[src/rtl/pipeline_ctrl.sv]
// Pipeline sequencing controller: decides advance / stall / flush each cycle and
// provides run, single-step and halt-and-drain control plus bring-up counters.
//
// state   | meaning
// --------+-----------------------------------------------------------
// IDLE    | paused after reset or when run drops; pipeline frozen
// RUN     | free-running; hazards and HALT handled each cycle
// STEP    | exactly one advancing cycle, then back to IDLE or HALTED
// DRAIN   | HALT seen; keep advancing so in-flight instructions retire
// HALTED  | drained and frozen; only step or reset leave
module pipeline_ctrl #(
  parameter int DRAIN_CYCLES = 3,
  parameter int STALL_W      = 16
) (
  input  logic               clock,
  input  logic               reset,
  input  logic               run,
  input  logic               step,
  input  logic [4:0]         id_rs,
  input  logic [4:0]         id_rt,
  input  logic               id_uses_rt,
  input  logic               ex_mem_read,
  input  logic [4:0]         ex_rt,
  input  logic               branch_taken,
  input  logic               halt_instr,
  output logic               pc_write,
  output logic               pc_sel,
  output logic               ifid_write,
  output logic               ifid_flush,
  output logic               idex_bubble,
  output logic               pipe_en,
  output logic [2:0]         state,
  output logic [31:0]        cycle_count,
  output logic [STALL_W-1:0] stall_count
);

  localparam int DW = (DRAIN_CYCLES > 2) ? $clog2(DRAIN_CYCLES) : 1;
  localparam logic [DW-1:0] DRAIN_LOAD = DW'(DRAIN_CYCLES - 1);

  typedef enum logic [2:0] {
    S_IDLE   = 3'd0,
    S_RUN    = 3'd1,
    S_STEP   = 3'd2,
    S_DRAIN  = 3'd3,
    S_HALTED = 3'd4
  } state_t;

  state_t        cur_state, nxt_state;
  logic [DW-1:0] drain_cnt;
  logic          step_from_halt;
  logic          luh;
  logic          advancing;
  logic          load_use_stall;
  logic          halt_accept;

  assign luh = ex_mem_read && (ex_rt != 5'd0) &&
               ((ex_rt == id_rs) || (id_uses_rt && (ex_rt == id_rt)));

  assign advancing = (cur_state == S_RUN) || (cur_state == S_STEP) ||
                     (cur_state == S_DRAIN);

  always_comb begin
    pc_write       = 1'b0;
    pc_sel         = 1'b0;
    ifid_write     = 1'b0;
    ifid_flush     = 1'b0;
    idex_bubble    = 1'b0;
    pipe_en        = 1'b0;
    load_use_stall = 1'b0;
    halt_accept    = 1'b0;
    nxt_state      = cur_state;

    if (advancing) begin
      pipe_en = 1'b1;
      if (cur_state == S_DRAIN) begin
        ifid_write = 1'b1;
        ifid_flush = 1'b1;
      end else if (luh) begin
        idex_bubble    = 1'b1;
        load_use_stall = 1'b1;
      end else if (halt_instr) begin
        ifid_write  = 1'b1;
        ifid_flush  = 1'b1;
        idex_bubble = 1'b1;
        halt_accept = 1'b1;
      end else if (branch_taken) begin
        pc_sel     = 1'b1;
        pc_write   = 1'b1;
        ifid_write = 1'b1;
        ifid_flush = 1'b1;
      end else begin
        pc_write   = 1'b1;
        ifid_write = 1'b1;
      end
    end

    case (cur_state)
      S_IDLE: begin
        if (run)       nxt_state = S_RUN;
        else if (step) nxt_state = S_STEP;
      end
      // An accepted HALT has already left ID, so it wins over run dropping.
      S_RUN: begin
        if (halt_accept) nxt_state = S_DRAIN;
        else if (!run)   nxt_state = S_IDLE;
      end
      S_STEP: begin
        if (halt_accept)         nxt_state = S_DRAIN;
        else if (step_from_halt) nxt_state = S_HALTED;
        else                     nxt_state = S_IDLE;
      end
      S_DRAIN: begin
        if (drain_cnt == '0) nxt_state = S_HALTED;
      end
      S_HALTED: begin
        if (step) nxt_state = S_STEP;
      end
      default: nxt_state = S_IDLE;
    endcase
  end

  always_ff @(posedge clock) begin
    if (reset) begin
      cur_state      <= S_IDLE;
      drain_cnt      <= '0;
      step_from_halt <= 1'b0;
      cycle_count    <= '0;
      stall_count    <= '0;
    end else begin
      cur_state <= nxt_state;
      if (halt_accept)
        drain_cnt <= DRAIN_LOAD;
      else if ((cur_state == S_DRAIN) && (drain_cnt != '0))
        drain_cnt <= drain_cnt - 1'b1;
      if (nxt_state == S_STEP)
        step_from_halt <= (cur_state == S_HALTED);
      if (pipe_en)
        cycle_count <= cycle_count + 32'd1;
      if (load_use_stall && (stall_count != '1))
        stall_count <= stall_count + 1'b1;
    end
  end

  assign state = cur_state;

endmodule

[config.mk]
export PLATFORM = sky130hd
export DESIGN_NAME = pipeline_ctrl
export DESIGN_NICKNAME = d
export VERILOG_FILES = /design/src/rtl/pipeline_ctrl.sv
export SDC_FILE = /design/constraint.sdc
export NUM_CORES = 1
export LEC_CHECK = 0
export BUFFER_PORTS_ARGS = -buffer_cell sky130_fd_sc_hd__buf_2
export CORE_MARGIN = 4
export CORE_UTILIZATION = 52
export CTS_CLUSTER_DIAMETER = 40
export DETAILED_ROUTE_END_ITERATION = 12
export GPL_TIMING_DRIVEN = 1
export PLACE_DENSITY = 0.79
export SLEW_MARGIN = 15
export SYNTH_ARGS = -nofsm -noshare
export SYNTH_HDL_FRONTEND = slang
export SYNTH_SLANG_ARGS = --single-unit
[constraint.sdc]
create_clock -name clock -period 2.3 [get_ports clock]
set_input_delay 0.23 -clock clock [delete_from_list [all_inputs] [get_ports clock]]
set_output_delay 0.23 -clock clock [all_outputs]
set_load 0.03 [all_outputs]
==> impl_metrics.ini <==
[clock_network]
clock_latency_ns = 0.32
path_clk_slew_ns = 0.10
numCtsBuffers = 5
clock-root-buffer = clkbuf_8
cts_hold_buf = 0
clockBufferDepth = 2
cts_tree = done
clock_sinks = 54
h-tree-depth = 2

[timing]
whs_ns = 0.2008
tns_ns = 0
slew-limit-headroom = 0.4675
max_freq_ghz = 0.4702
layout_min_cycle_time_ns = 2.127
worst_pin_slew_ns = 0.7988
rsz0062_at_grt = no
finalHoldViolations = 0
setup_violations = 0
drv_slew = 0
fin_crit_sh = 0.9246
fin_skew_ns = 0.009607

[cells_and_area]
drive_gt1_frac = 0.2425
fin_cells = 503
area_growth_pct = 20.42
num_antenna_cells = 0
num-nets-final = 458
fillCellCount = 466

[routing]
postRouteAntennaNets = 0
viasPerCell = 5.698
drc = 0
routed_wl_um = 7025
drtIter0Drc = 128
avgRoutedWirePerCell_um = 13.97
dr.pass1.iters = 4
dr_total_vias = 2866

[min_path]
hp-class = in2reg

[synth]
yosys.area.top_type = dfxtp_1
yosysUniqueCellTypes = 47
avgSynthCellArea_um2 = 8.197
yosys_register_bits = 54
yosysSeqAreaShare = 0.3747
synth_cells = 352
ys_async_sr_fraction = 0
syn-num-nets = 378
synth-edff-count = 0
synth_top_flop_cell = dfxtp_1
yosys-top-cells-area = dfxtp_1, xnor2_1, nor2_1
netlist.area_leader.share = 0.3747
syn-cell-area_um2 = 2885
ys_warn_count = 0

[place]
dp_cells = 495
io_buffers = 79
hpwlAfterDp_um = 5219
gp_congestion = 0.7880

[critical_path]
cp_slowest_cell = o22a_1
crit_path_start_kind = primary input
arrival_ns = 1.90
crit_type = in2out
cpPeakStageDelay_ns = 0.67
crit_fanout = 27
worst-path-buf-inv = 2
cp-end-kind = output port
worst_ep_required_time_ns = 2.07
path_cells = buf_2 > xnor2_1 > nand4_1 > o22a_1 > nor2_1 > nor3_1 > buf_2
cp_top_family = compound AO/OA/AOI/OAI gates
cp_common_cell = buf_2

[global_route]
grt_pass1_wl_um = 11850
grt_pass1_vias = 2617
grt_max_degree = 33
grtUsageTotal = 0.2199
antenna_found_initial = 0
overflow = 0

[floorplan]
die_h_um = 82.49
fp.dieW_um = 82.49
core-area_um2 = 5238
start_util = 0.5509
rows = 26
dieArea_um2 = 6805
ios = 80

[pwr]
total_power_mw = 1.841
leakage_nw = 1.365
p_per_area_nw_per_um2 = 529.9
vdd_drop_max_v = 0.0003464

[status]
status = complete, no violations

[run]
maxCapViolations = 0
-- timing repair --
action	CTS	global route
endpoints found under the setup margin	0	1
gates resized for setup	0	1
setup buffers	0	0
-- layer usage --
layer,vias up,part of all wire,GRT usage
met4,0,0.012,0.06209
met1,1328,0.42,0.2773
met5,-,0,0
met3,9,0.081,0.05531
li1,1440,-,-
met2,89,0.48,0.3710
-- path summary, 6_finish.rpt --
| check | slack [ns] | from | endpoint | cells after the start |
|---|---|---|---|---|
| setup / recovery | 0.17 | ex_rt[0] | pc_sel | 7 |
| setup reg to reg | 0.22 | state[1] | stall_count[9] | 5 |
| hold / removal | 0.20 | step | step_from_halt | 3 |
| hold reg to reg | 0.49 | cycle_count[31] | cycle_count[31] | 2 |
-- cells in the mapped netlist (all sizes together) (2+ instances only) --
library cell and n:
inv 8, ha 3, xnor2 26, a21oi 21
nand3 22, nor2 40, dfxtp 54, o31ai 11
and3 8, o21bai 2, nor4 10, or3 4
buf 4, a211oi 3, o21ai 7, xor2 11
and4 5, or4 14, nor2b 6, nand2b 3
nor3 8, nand4 17, nand3b 3, mux2 4
nand2 27, o21a 2, clkbuf 12, o221ai 2
-- worst min-delay path, cell delays in order --
cell and delay [ns]:
buf_2 0.11, nand3_1 0.07, a21oi_1 0.06
-- cells in the final DEF, fill, tap and decap left out, types with 2 or more instances in the layout --
master and instances:
nor2b_1 6, o21a_1 2, dfxtp_1 54, buf_2 79, o31ai_1 11, a21oi_1 21
mux2_2 4, nor4_1 10, nor3_1 8, buf_4 10, o21ai_0 6, nand4_1 17
o221ai_1 2, xnor2_1 25, inv_1 8, xor2_1 11, nand3b_1 3, ha_1 3
nand2b_1 3, a211oi_1 3, clkbuf_8 6, o21bai_1 2, nor2_1 40, or3_1 4
nand2_1 27, and3_1 7, nand3_1 22, or4_1 14, and4_1 5
-- stage by stage --
stage	setup slack, ns	utilization	instance area, um^2
2_1_floorplan	0.09475	-	2885
3_3_place_gp	0.2504	0.6443	3374
3_5_place_dp	0.1804	0.6443	3374
4_1_cts	0.1743	0.6632	3473
5_1_grt	0.02666	0.6634	3475
6_report	0.1735	0.6634	3475
-- power by group --
part           switching, mW  internal (mW)  leakage [nW]  total [mW]
Sequential            0.0191          0.949         0.436       0.968
Combinational          0.189          0.107         0.881       0.296
Clock                  0.328          0.249        0.0478       0.577
-- sequential cells by signal (all words and copies together), names as in the netlist --
register and count:
cycle_count 32, stall_count 16, state 3, drain_cnt 2, step_from_halt 1
-- final cells by class --
type	count	area (um^2)	area share
Inverter	9	33.78	0.009723
Clock inverter	2	16.27	0.004681
Clock buffer	6	82.58	0.02377
Tap cell	70	87.58	0.02521
Multi-Input combinational cell	273	1703	0.4901
Sequential cell	54	1081	0.3111
Timing Repair Buffer	89	470.5	0.1354
-- logic make-up after synthesis --
family | synth area share
and+or+nand+nor | 0.3170
muxes | 0.01908
adders and majority gates | 0.01301
DFF | 0.3747
buffers and inverters | 0.03556
AOI/OAI and AO/OA | 0.1258
xor gates and xnor gates | 0.1149
(Power assumes the default switching activity.)
